==> config.mk <==
export PLATFORM = sky130hd
export DESIGN_NAME = sobel_frame_ctrl
export DESIGN_NICKNAME = d
export VERILOG_FILES = /design/src/rtl/sobel_frame_ctrl.sv
export SDC_FILE = /design/constraint.sdc
export NUM_CORES = 1
export LEC_CHECK = 0
export BUFFER_PORTS_ARGS = -buffer_cell sky130_fd_sc_hd__clkbuf_2
export CORE_ASPECT_RATIO = 1.75
export CORE_UTILIZATION = 35
export DETAILED_ROUTE_END_ITERATION = 6
export PLACE_DENSITY = 0.57
export SLEW_MARGIN = 40
export SYNTH_ARGS = -nofsm -noshare
export SYNTH_HDL_FRONTEND = slang
export SYNTH_SLANG_ARGS = --single-unit
==> constraint.sdc <==
create_clock -name clk -period 4.73 [get_ports clk]
set_clock_uncertainty 0.05 [all_clocks]
set_input_delay 0 -clock clk [delete_from_list [all_inputs] [get_ports clk]]
set_output_delay 0 -clock clk [all_outputs]
set_load 0.02 [all_outputs]
==> src/rtl/sobel_frame_ctrl.sv <==
// sobel_frame_ctrl: frame sequencer that scans the input RAM in raster order, counts output writes and signals completion
// Ports: clk/rst (sync, active-high); start, stall, wr_en in; busy, done, frame_err out;
//   rd_en/rd_addr drive the input RAM; pix_valid/pix_row/pix_col tag RAM data one cycle later;
//   clr_wr_en/clr_addr zero the border of the output image.
// Build option: define BORDER_CLEAR_EN to add the CLEAR state; otherwise the clear port is tied 0.
module sobel_frame_ctrl #(
  parameter int IMG_W = 5,
  parameter int IMG_H = 5,
  parameter int ADDR_W = 8,
  parameter int DRAIN_MAX = 16
) (
  input  logic                     clk,
  input  logic                     rst,
  input  logic                     start,
  input  logic                     stall,
  input  logic                     wr_en,
  output logic                     busy,
  output logic                     done,
  output logic                     frame_err,
  output logic                     rd_en,
  output logic [ADDR_W-1:0]        rd_addr,
  output logic                     pix_valid,
  output logic [$clog2(IMG_H)-1:0] pix_row,
  output logic [$clog2(IMG_W)-1:0] pix_col,
  output logic                     clr_wr_en,
  output logic [ADDR_W-1:0]        clr_addr
);
  localparam int RW = $clog2(IMG_H);
  localparam int CW = $clog2(IMG_W);
  localparam int T = (IMG_H - 2) * (IMG_W - 2);
  localparam int NW = $clog2(T + 1);
  localparam int DW = $clog2(DRAIN_MAX);
  typedef enum logic [2:0] {
    IDLE,
    READ,
    DRAIN,
`ifdef BORDER_CLEAR_EN
    CLEAR,
`endif
    DONE
  } state_t;
  state_t state, nxt, drain_next;
  logic [RW-1:0] row;
  logic [CW-1:0] col;
  logic [NW-1:0] cnt;
  logic [DW-1:0] tmr;
  logic [ADDR_W-1:0] addr;
  logic last_row, last_col, issue, cnt_en, full, timeout, jump;
  assign last_row = row == RW'(IMG_H - 1);
  assign last_col = col == CW'(IMG_W - 1);
  assign issue = state == READ && !stall;
  assign cnt_en = wr_en && (state == READ || state == DRAIN);
  // a write landing this very cycle already counts toward the exit decision
  assign full = cnt == NW'(T) || (cnt_en && cnt == NW'(T - 1));
  assign timeout = tmr == DW'(DRAIN_MAX - 1);
  assign addr = ADDR_W'(row) * ADDR_W'(IMG_W) + ADDR_W'(col);
`ifdef BORDER_CLEAR_EN
  assign drain_next = CLEAR;
  assign clr_wr_en = state == CLEAR;
  assign clr_addr = clr_wr_en ? addr : '0;
`else
  assign drain_next = DONE;
  assign clr_wr_en = 1'b0;
  assign clr_addr = '0;
`endif
  // interior rows of the border walk only touch col 0 and col IMG_W-1
  assign jump = clr_wr_en && row != '0 && !last_row;
  assign busy = state != IDLE;
  assign done = state == DONE;
  assign rd_en = issue;
  assign rd_addr = issue ? addr : '0;
  always_comb begin
    nxt = state;
    case (state)
      IDLE:    nxt = start ? READ : IDLE;
      READ:    nxt = issue && last_row && last_col ? DRAIN : READ;
      DRAIN:   nxt = full || timeout ? drain_next : DRAIN;
`ifdef BORDER_CLEAR_EN
      CLEAR:   nxt = last_row && last_col ? DONE : CLEAR;
`endif
      DONE:    nxt = IDLE;
      default: nxt = IDLE;
    endcase
  end
  always_ff @(posedge clk) begin
    if (rst) begin
      state <= IDLE;
      row <= '0;
      col <= '0;
      cnt <= '0;
      tmr <= '0;
      frame_err <= 1'b0;
      pix_valid <= 1'b0;
      pix_row <= '0;
      pix_col <= '0;
    end else begin
      state <= nxt;
      pix_valid <= rd_en;
      pix_row <= row;
      pix_col <= col;
      if (state == IDLE && start) begin
        row <= '0;
        col <= '0;
        cnt <= '0;
        tmr <= '0;
        frame_err <= 1'b0;
      end
      // the final step of a scan returns row/col to 0, ready for the next walk
      if (issue || clr_wr_en) begin
        col <= last_col ? '0 : jump ? CW'(IMG_W - 1) : col + 1'b1;
        row <= !last_col ? row : last_row ? '0 : row + 1'b1;
      end
      if (cnt_en && cnt != NW'(T)) cnt <= cnt + 1'b1;
      if (state == DRAIN) tmr <= tmr + 1'b1;
      if (state == DRAIN && timeout && !full) frame_err <= 1'b1;
    end
  end
endmodule
* Yosys cells after proc, flatten, opt, wreduce, memory -nomap -nowiden *
Index checks and enable logic that the tools add are counted.

word-level totals
  flip-flop bits (word level) = 25
  bits in latches = 0
  RAM bits = 0
  bits in read-only memories = 0
  input port bits = 5
  output and inout port bits = 28
  word-level logic and storage cells = 62
  memories kept = 0

operators by class
  add/subtract/negate cells = 5
  $mul = 1
  div/mod/pow operators = 0
  order comparisons = 0
  equal/unequal tests = 10
  shift-type cells = 0
  muxes and demuxes = 16
  bitwise logic cells = 0
  reduce and logical (&&, ||, !) cells = 21

operators with widths
  cell                   count
  $mux W3                6
  $eq A4 B4 Y1 const B   3
  $mux W4                3
  $logic_and A1 B1 Y1    9
  $add A4 B1 Y4 const B  2
  $reduce_bool A2 Y1     4
  $add A6 B3 Y7          1
  $mux W7                1
  $add A3 B1 Y3 const B  2
  $eq A3 B2 Y1 const B   2
  $eq A3 B3 Y1 const B   2
  $mul A3 B3 Y6 const B  1
  $pmux W2 S3            1
  $mux W1                4
  $ne A4 B4 Y1 const B   1
  $eq A3 B1 Y1 const B   1
  $logic_not A3 Y1       1
  $logic_or A1 B1 Y1     3
  $reduce_bool A3 Y1     1
  $logic_not A1 Y1       2
  $mux W2                1
  $ne A2 B2 Y1 const B   1
  $reduce_and A2 Y1      1

* Logic depth before layout (Yosys ltp) *
Gate-level depths: netlist of run 1.

  depth after elaboration = 8
  gate-level depth with buffers = 8
  gate-level depth less buffers = 7

* Worst setup path after synthesis of run 1 *
No wires, ideal clock.

  path type = reg-to-output
  from = register row[2]
  to = output port rd_addr[4]
  arrival = 1892 ps
  data required time = 4680 ps
  slack = 2788 ps
  stages on the path, launching flop included = 8
  path buffers = 0
  cells stage by stage = dfxtp_1 ha_1 ha_1 ha_1 a21o_1 a21oi_1 xor2_1 nor2_1

on the way
  longest elaborated chain between the ends = 3

RTL lines
  item                    RTL line  source
  from (decl)             43        logic [RW-1:0] row;
  from (signal assigned)  111       row <= !last_col ? row : last_row ? '0 : row + 1'b1;
  $mul A3 B3 Y6           56        assign addr = ADDR_W'(row) * ADDR_W'(IMG_W) + ADDR_W'(col);
  $add A6 B3 Y7           56
  $mux W7                 71        assign rd_addr = issue ? addr : '0;
  to (decl)               21        output logic [ADDR_W-1:0] rd_addr,

No other way between the ends.

* Final worst setup path of run 1 *
Same ends and word-level chain as after synthesis.

==> results.py, run 1 <==
metrics = {
    "synth": {
        "syn_area_um2": 1443,
        "yosys_warnings": 0,
        "synth_area_leaders": "dfxtp_1 (33%), ha_1 (19%), buf_4 (5.7%), a21oi_1 (4.9%), nor2_1 (4.2%)",
        "synth_top_area_share_pct": 33.30,
        "ys_seq_elements": 24,
        "yosys.area.top_type": "dfxtp_1",
        "synth.avg_cell_area_um2": 8.797,
        "ys_types": 39,
        "netlist_instances": 164,
        "yosysSeqAreaShare_pct": 33.30,
    },
    "placement": {
        "place_congestion": 0.8343,
        "hpwl_mm": 2.248,
        "io_buffers": 21,
        "dp.cells": 227,
        "pre_cts_ws_ns": 2.625,
    },
    "final_layout": {
        "final_common_cell": "dfxtp_1",
        "finalNonFillerCells": 231,
        "n_antenna_cell": 0,
        "nets": 212,
        "drive_above_1_share_pct": 15.85,
        "final_cell_mix": "dfxtp_1 (24), ha_1 (22), clkbuf_2 (21)",
        "syn_to_final_growth_pct": 11.88,
    },
    "clock_network": {
        "cts-hold-fix-buffers": 0,
        "clockBufferDepth": 2,
        "clk_pin_slew_ns": 0.08,
        "htreeDepth": 1,
        "cts_root_buffer": "clkbuf_8",
        "clock_sinks": 24,
        "cts_post_setup_buffers_inserted": 0,
        "cts_resized": 0,
        "numCtsBuffers": 3,
        "clock_latency_ns": 0.26,
        "cts_tree": "done",
    },
    "critical_path": {
        "worstPathRequired_ns": 4.68,
        "critical_path_buf_inv_count": 1,
        "cp_cell_sequence": "ha_1 -> ha_1 -> ha_1 -> a21o_1 -> a21oi_1 -> xor2_1 -> nor2_1 -> clkbuf_2",
        "worst_ep_arrival_time_ns": 2.33,
        "worst_path_max_delay_cell": "dfxtp_1",
        "path_class": "reg2out",
        "critPathTopFamily": "adder cells",
        "cpPeakStageDelay_ns": 0.42,
        "start_kind": "register",
        "startpoint": "row[2]$_SDFFE_PP0P_",
        "r2r-start": "state[1]$_SDFF_PP0_",
        "cp_common_cell": "ha_1",
        "worstSetupEndpointType": "output pin",
        "cp_max_fo": 6,
    },
    "drt": {
        "wl_per_cell_um": 12.42,
        "route.detailed.drc": 0,
        "drtAntennaViolNets": 0,
        "totalWireLength_mm": 2.870,
        "first_pass_iters": 4,
        "vias": 1150,
        "detail_route.vias_per_cell": 4.978,
        "drtIter0Drc": 12,
    },
    "die": {
        "io-pin-count": 33,
        "rows": 30,
        "core_area_um2": 3904,
        "die-area_um2": 4393,
        "fp.dieW_um": 50.53,
        "initial_core_util_pct": 36.96,
        "die_y_um": 86.93,
    },
    "global_routing": {
        "gr-total-overflow": 0,
        "grt_max_degree": 26,
        "grt_usage_pct": 14.15,
        "grt_pass1_vias": 1157,
        "grt_pass1_wl_mm": 4.795,
        "antenna_found_initial": 0,
    },
    "power": {
        "p_per_area_nw_per_um2": 262.5,
        "p_leak_nw": 0.7893,
        "peakVddDrop_mv": 0.1629,
    },
    "sta": {
        "final.min_clock_period_ns": 2.377,
        "maxSlewViolCount": 0,
        "layout_setup_ws_ns": 2.353,
        "hold_ws_ns": 0.01800,
        "hold_violations": 0,
        "rsz0062_at_grt": "false",
        "tns_ns": 0,
        "setup_violations": 0,
        "fmax_ghz": 0.4207,
        "maxSlewHeadroom_pct": 64.95,
        "fin_crit_sh_pct": 50.26,
        "tightest_slew_ns": 0.5258,
    },
    "flow_run": {
        "max_cap_viol_count": 0,
    },
    "outcome": {
        "status": "completed",
    },
    "min_path": {
        "hold_path.class": "in2reg",
        "min_from": "wr_en",
    },
}
-- per-layer routing --
metal / vias to the layer above / GRT usage (%) / part of all wire [%]
li1: 581 / - / -
met1: 541 / 14.26 / 41
met2: 23 / 25.21 / 53
met3: 5 / 1.920 / 3.1
met4: 0 / 11.36 / 2.7
met5: - / 0 / 0
-- path summary, 6_finish.rpt --
kind / endpoint / slack, ns / depth (start not counted)
min: cnt[0]$_SDFFE_PP0P_ / 0.02 / 3
max: rd_addr[4] / 2.35 / 8
max reg2reg: col[2]$_SDFFE_PP0P_ / 2.95 / 7
min reg2reg: frame_err$_SDFFE_PP0P_ / 0.46 / 2
-- metrics by stage --
| stage | utilization, % | instance area [um2] | power, mW |
|---|---|---|---|
| after floorplan | - | 1480 | 0.2474 |
| after global placement | 39.52 | 1543 | 0.2492 |
| after detailed placement | 39.52 | 1543 | 0.2497 |
| after CTS | 41.35 | 1614 | 0.4309 |
| after global routing | 41.35 | 1614 | 0.4425 |
| final | 41.35 | 1614 | 0.4237 |
-- cells in the mapped netlist, drive strengths merged --
| cell | instances |
|---|---|
| a31oi | 2 |
| nor3 | 4 |
| nand3 | 9 |
| xor2 | 1 |
| and3 | 1 |
| ha | 22 |
| or3 | 2 |
| nor4 | 1 |
| nand2b | 1 |
| inv | 11 |
| nor2 | 16 |
| nand4 | 1 |
| a2bb2oi | 1 |
| o31ai | 2 |
| nand3b | 3 |
| a211oi | 1 |
| a221oi | 1 |
| conb | 1 |
| clkbuf | 4 |
| a21oi | 14 |
| nor2b | 4 |
| a32oi | 2 |
| nand2 | 8 |
| fa | 1 |
| dfxtp | 24 |
| xnor2 | 1 |
| a41oi | 1 |
| or4 | 1 |
| nor3b | 1 |
| o21ai | 3 |
| buf | 12 |
| and4b | 1 |
| a21o | 2 |
| mux2i | 1 |
| and2 | 4 |
-- cell families (layout without fill, tap and decap cells) --
kind of cell / count (synthesis) / in the layout / synth area share, %
AOI/OAI and AO/OA: 29 / 29 / 12.40
adders and majority gates: 23 / 23 / 20.47
DFF: 24 / 24 / 33.30
other: 1 / 11 / 0.2599
muxes: 1 / 1 / 0.6939
and+or+nand+nor: 57 / 57 / 21.68
xor gates and xnor gates: 2 / 2 / 1.214
buffers and inverters: 27 / 36 / 9.973
-- registers in the layout, summed over array words and instances, names as in the netlist --
name       cells
state          2
tmr            4
row            3
col            3
cnt            4
pix_valid      1
pix_row        3
frame_err      1
pix_col        3
-- power breakdown --
part           internal, mW  total [mW]  switching, mW  leakage [nW]
Sequential            0.204       0.207        0.00234         0.194
Clock                 0.113       0.179         0.0655        0.0357
Combinational       0.00968      0.0385         0.0288         0.560
-- layout make-up --
class | count | area, um2
fillers | 413 | 2290
multi-input cells | 123 | 855.8
flip-flops and latches | 24 | 480.5
repair buffers | 21 | 105.1
well taps | 48 | 60.06
clock buffers | 3 | 41.29
inverters | 11 | 41.29
clock inverters | 1 | 30.03
-- worst min-delay path: cells and delay by family --
kind | cells | cell delay [ns]
AOI/OAI and AO/OA | 1 | 0.07
buffers and inverters | 1 | 0.11
and+or+nand+nor | 1 | 0.11
(Power assumes the default switching activity.)
==> run 2: changes to the inputs <==
==> constraint.sdc (replaced) <==
create_clock -name clk -period 2.3 [get_ports clk]
set_clock_uncertainty 0.05 [all_clocks]
set_input_delay 0 -clock clk [delete_from_list [all_inputs] [get_ports clk]]
set_output_delay 0 -clock clk [all_outputs]
set_load 0.02 [all_outputs]
==> run 2 against run 1 <==
Count of clock-buffer cells in the layout is the same; setup slack lost 2.2 ns; sequential cell count unchanged; sequential share of layout area is 0.46 points lower; highest routed layer unchanged; power rose by 110%; critical path type unchanged; hold slack worse by 0.00064 ns; non-clock buffer count unchanged; via count increased by 0.43%; wire length increased by 1.8%; register-to-register slack got worse by 2.4 ns; first-iteration DRC count rose by 25%; sequential power grew 110%.
==> results.py, run 2 (same netlist as run 1, synthesis figures left out) <==
metrics = {
    "final_layout": {
        "n_antenna_cell": 0,
        "syn_to_final_growth_pct": 14.22,
        "nets": 212,
        "final_cell_mix": "dfxtp_1 (22), ha_1 (20), clkbuf_2 (20)",
        "drive_above_1_share_pct": 18.58,
        "n_fill_cell": 407,
        "top_regs": "cnt x4, tmr x4",
        "final_common_cell": "dfxtp_1",
    },
    "global_routing": {
        "gr-total-overflow": 0,
        "antenna_found_initial": 0,
        "grt_pass1_vias": 1158,
        "grt_usage_pct": 14.08,
        "grt_pass1_wl_mm": 4.774,
        "grt_max_degree": 26,
    },
    "critical_path": {
        "path_class": "reg2out",
        "cp_cell_sequence": "ha_1 -> ha_1 -> fa_1 -> a21o_1 -> a21oi_1 -> nor2_1 -> clkbuf_2",
        "critical_path_buf_inv_count": 1,
        "critPathTopFamily": "adder cells",
        "cp_max_fo": 5,
        "worstPathRequired_ns": 2.25,
        "start_kind": "register",
        "worst_ep_arrival_time_ns": 2.15,
        "worst_path_max_delay_cell": "dfxtp_1",
        "cp_common_cell": "ha_1",
        "cpPeakStageDelay_ns": 0.43,
        "worstSetupEndpointType": "output pin",
    },
    "clock_network": {
        "cts_tree": "done",
        "clk_pin_slew_ns": 0.08,
        "htreeDepth": 1,
        "clock_sinks": 24,
        "cts_root_buffer": "clkbuf_8",
        "numCtsBuffers": 3,
        "clock_latency_ns": 0.26,
        "clockBufferDepth": 2,
        "cts_post_setup_buffers_inserted": 0,
    },
    "sta": {
        "fin_crit_sh_pct": 95.45,
        "fmax_ghz": 0.4555,
        "maxSlewViolCount": 0,
        "tightest_slew_ns": 0.5349,
        "final.min_clock_period_ns": 2.195,
        "tns_ns": 0,
        "rsz0062_at_grt": "false",
        "hold_violations": 0,
        "maxSlewHeadroom_pct": 64.34,
        "setup_violations": 0,
    },
    "drt": {
        "wl_per_cell_um": 12.65,
        "first_pass_iters": 4,
        "drtAntennaViolNets": 0,
        "vias": 1155,
        "detail_route.vias_per_cell": 5.000,
        "totalWireLength_mm": 2.923,
        "drtIter0Drc": 15,
        "route.detailed.drc": 0,
    },
    "placement": {
        "io_buffers": 21,
        "hpwl_mm": 2.248,
        "place_congestion": 0.8343,
    },
    "die": {
        "initial_core_util_pct": 36.96,
        "rows": 30,
        "io-pin-count": 33,
        "fp.dieW_um": 50.53,
        "die-area_um2": 4393,
        "core_area_um2": 3904,
        "die_y_um": 86.93,
    },
    "outcome": {
        "status": "completed",
    },
    "power": {
        "peakVddDrop_mv": 0.3340,
        "fin_total_pwr_uw": 872.0,
        "p_per_area_nw_per_um2": 529.2,
        "p_leak_nw": 0.7851,
    },
    "flow_run": {
        "max_cap_viol_count": 0,
    },
    "min_path": {
        "hold_path.class": "in2reg",
    },
}
## run 2: cell count changes in the layout (fill, tap and decap cells not counted), moves of 2 or more
cell and change:
dfxtp_1 -2, dfxtp_2 +2, ha_1 -2, ha_4 +2
## run 2: what timing repair did
action / in CTS / in global routing
setup endpoints to repair: 2 / 1
hold buffers: 0 / 0
resized for setup: 5 / 1
pin swaps: 1 / 1
## run 2: final timing paths
kind	depth (start not counted)	start	endpoint	slack, ns
setup reg to reg	7	state[1]$_SDFF_PP0_	col[2]$_SDFFE_PP0P_	0.52
setup / recovery	7	row[1]$_SDFFE_PP0P_	rd_addr[5]	0.10
hold reg to reg	2	frame_err$_SDFFE_PP0P_	frame_err$_SDFFE_PP0P_	0.46
hold / removal	3	wr_en	cnt[0]$_SDFFE_PP0P_	0.02
## run 2: power by group
part,internal [mW],switching (mW)
registers,0.420,0.00482
clock network,0.232,0.135
logic,0.0199,0.0593
## run 2: cell type report
type | instances | area (um2) | area share (%)
multi-input cells | 123 | 884.6 | 53.68
clock inverters | 1 | 30.03 | 1.822
well taps | 48 | 60.06 | 3.645
flip-flops and latches | 24 | 483.0 | 29.31
repair buffers | 21 | 107.6 | 6.530
clock buffers | 3 | 41.29 | 2.506
inverters | 11 | 41.29 | 2.506
## run 2: layer usage
layer	routed length, um	vias up	part of all wire [%]	track usage [%]
li1	-	581	-	-
met1	1174	548	40	14.15
met2	1589	22	54	25.45
met3	101	4	3.5	1.745
met4	57	0	2.0	10.86
met5	0	-	0	0
## run 2: through the flow
step	hold slack (ns)	instances	utilization, %	setup WS (ns)	instance area [um2]
final	0.01736	231	42.21	0.1046	1648
after global routing	0.04176	231	42.21	0.01937	1648
after CTS	0.002783	231	41.89	0.04503	1635
after detailed placement	0.2922	227	39.52	0.1953	1543
after global placement	0.2787	227	39.52	0.3319	1543
after floorplan	0.1290	174	-	0.3578	1480
## run 2: worst reg2reg max path, delay by kind of cell, from the launching register on
family	cells	cell delay, ns
simple gates	2	0.54
flops	1	0.42
compound gates	2	0.25
buf+inv	2	0.24
fa+ha+maj	1	0.22
==> run 3: changes to the inputs <==
--- a/config.mk
+++ b/config.mk
@@ -9,7 +9,7 @@
 export CORE_ASPECT_RATIO = 1.75
 export CORE_UTILIZATION = 35
 export DETAILED_ROUTE_END_ITERATION = 6
-export PLACE_DENSITY = 0.57
+export PLACE_DENSITY = 0.55
 export SLEW_MARGIN = 40
 export SYNTH_ARGS = -nofsm -noshare
 export SYNTH_HDL_FRONTEND = slang
==> run 3 against run 2 <==
Setup slack improved by 0.065 ns; combinational power is 0.6% higher; fmax up 3.1%; largest power group unchanged; highest routed layer unchanged.
==> results.py, run 3 (same netlist as run 1, synthesis figures left out) <==
metrics = {
    "clock_network": {
        "htreeDepth": 1,
        "clk_pin_slew_ns": 0.08,
        "clockBufferDepth": 2,
        "cts-hold-fix-buffers": 0,
        "cts_root_buffer": "clkbuf_8",
        "clock_latency_ns": 0.27,
        "cts_post_setup_buffers_inserted": 0,
        "cts_tree": "done",
        "clock_sinks": 24,
        "numCtsBuffers": 3,
    },
    "sta": {
        "fin_crit_sh_pct": 92.61,
        "fmax_ghz": 0.4695,
        "hold_ws_ns": 0.007554,
        "tightest_slew_ns": 0.5266,
        "setup_violations": 0,
        "hold_violations": 0,
        "tns_ns": 0,
        "rsz0062_at_grt": "false",
        "final.min_clock_period_ns": 2.130,
        "maxSlewViolCount": 0,
        "maxSlewHeadroom_pct": 64.89,
    },
    "die": {
        "die-area_um2": 4393,
        "die_y_um": 86.93,
        "initial_core_util_pct": 36.96,
        "rows": 30,
        "fp.dieW_um": 50.53,
        "core_area_um2": 3904,
        "io-pin-count": 33,
    },
    "critical_path": {
        "cp_max_fo": 5,
        "worst_ep_arrival_time_ns": 2.08,
        "worstSetupEndpointType": "output pin",
        "r2r_setup_slack_ns": 0.47,
        "reg2regPathDepth": 7,
        "cpPeakStageDelay_ns": 0.40,
        "r2r-end": "col[2]$_SDFFE_PP0P_",
        "cp_cell_sequence": "ha_4 -> ha_4 -> ha_1 -> a21o_1 -> a21oi_2 -> xor2_1 -> nor2_1 -> buf_2",
        "worstPathRequired_ns": 2.25,
        "worst_path_max_delay_cell": "dfxtp_2",
        "critical_path_buf_inv_count": 1,
        "start_kind": "register",
        "critPathTopFamily": "adder cells",
        "r2r-start": "state[1]$_SDFF_PP0_",
        "path_class": "reg2out",
        "cp_common_cell": "ha_4",
    },
    "global_routing": {
        "grt_pass1_vias": 1129,
        "grt_usage_pct": 14.92,
        "gr-total-overflow": 0,
        "grt_max_degree": 26,
        "grt_pass1_wl_mm": 4.968,
        "antenna_found_initial": 0,
    },
    "power": {
        "fin_total_pwr_uw": 877.0,
        "p_per_area_nw_per_um2": 530.2,
        "pwr-share-seq_pct": 48.5,
        "p_int_uw": 673.0,
        "peakVddDrop_mv": 0.2041,
        "p_leak_nw": 0.7891,
        "clock_power_share_pct": 42.5,
        "p_sw_share_pct": 23.26,
        "p_comb_share_pct": 9.1,
        "p_sw_uw": 204.0,
    },
    "final_layout": {
        "nets": 213,
        "drive_above_1_share_pct": 19.02,
        "n_antenna_cell": 0,
        "syn_to_final_growth_pct": 14.66,
        "final_cell_mix": "dfxtp_1 (23), ha_1 (20), clkbuf_2 (19)",
        "top_regs": "cnt x4, tmr x4",
        "final_common_cell": "dfxtp_1",
    },
    "drt": {
        "wl_met1_mm": 1.163,
        "vias": 1143,
        "dr_wl_met3_um": 93,
        "detail_route.vias_per_cell": 4.927,
        "wl_met2_mm": 1.597,
        "first_pass_iters": 4,
        "drtAntennaViolNets": 0,
        "top_layer": "met4",
        "drtIter0Drc": 30,
        "totalWireLength_mm": 2.938,
        "wl_per_cell_um": 12.66,
        "route.detailed.drc": 0,
    },
    "placement": {
        "io_buffers": 21,
        "place_congestion": 0.7302,
        "hpwl_mm": 2.240,
    },
    "min_path": {
        "hold_path.class": "in2reg",
        "whs_endpoint": "cnt[0]$_SDFFE_PP0P_",
        "min_from": "wr_en",
        "whs_path_depth": 3,
    },
    "flow_run": {
        "max_cap_viol_count": 0,
    },
    "outcome": {
        "status": "completed",
    },
}
[run 3: changes by cell type in the layout (fill, tap and decap cells not counted), sizes merged]
cell    change
clkbuf      -2
buf         +3
[run 3: worst min-delay path, stage by stage]
cell,delay [ns]
clkbuf_2,0.11
nand3_2,0.10
o31ai_1,0.07
[run 3: per-stage QoR]
stage / util (%) / area (um2) / cells / setup slack [ns]
after global placement: 39.71 / 1550 / 228 / 0.3317
after global routing: 42.37 / 1654 / 232 / 0.06021
after floorplan: - / 1480 / 174 / 0.3578
final: 42.37 / 1654 / 232 / 0.1699
after CTS: 41.89 / 1635 / 232 / 0.04152
after detailed placement: 39.71 / 1550 / 228 / 0.2432
[run 3: layout make-up]
class                      instances  area, um2
clock buffer                       3      41.29
clock inverter                     1      30.03
fill                             440       2250
inverter                          11      41.29
multi-input combinational        123      887.1
sequential                        24      481.7
tap                               48      60.06
timing repair buffer              22      112.6
[run 3: power by group through the flow]
stage	Sequential [mW]	Combinational (mW)	Clock, mW
after floorplan	0.435	0.0735	0
after global placement	0.434	0.0781	0
after detailed placement	0.435	0.0791	0
after CTS	0.425	0.0796	0.387
after global routing	0.426	0.0895	0.402
final	0.425	0.0797	0.372
[run 3: layer usage]
layer	vias up	track usage, %
met1	526	15.26
li1	584	-
met3	7	2.269
met4	0	8.838
met5	-	0
met2	26	27.64
[run 3: worst max-delay path by stage]
stage | start | cells past startpoint | slack (ns) | to
after CTS | row[0]$_SDFFE_PP0P_ | 8 | 0.04 | rd_addr[4]
final | row[0]$_SDFFE_PP0P_ | 8 | 0.17 | rd_addr[4]
after detailed placement | row[0]$_SDFFE_PP0P_ | 8 | 0.24 | rd_addr[4]
after global placement | row[0]$_SDFFE_PP0P_ | 8 | 0.33 | rd_addr[4]
after global routing | row[0]$_SDFFE_PP0P_ | 8 | 0.06 | rd_addr[4]
after floorplan | row[2]$_SDFFE_PP0P_ | 7 | 0.36 | rd_addr[4]
[run 3: timing repair]
item | 4_1_cts | 5_1_grt
resized for setup | 2 | 5
endpoints found under the setup margin | 2 | 2
pin swaps | 0 | 0
endpoints found under the hold margin | 0 | 0
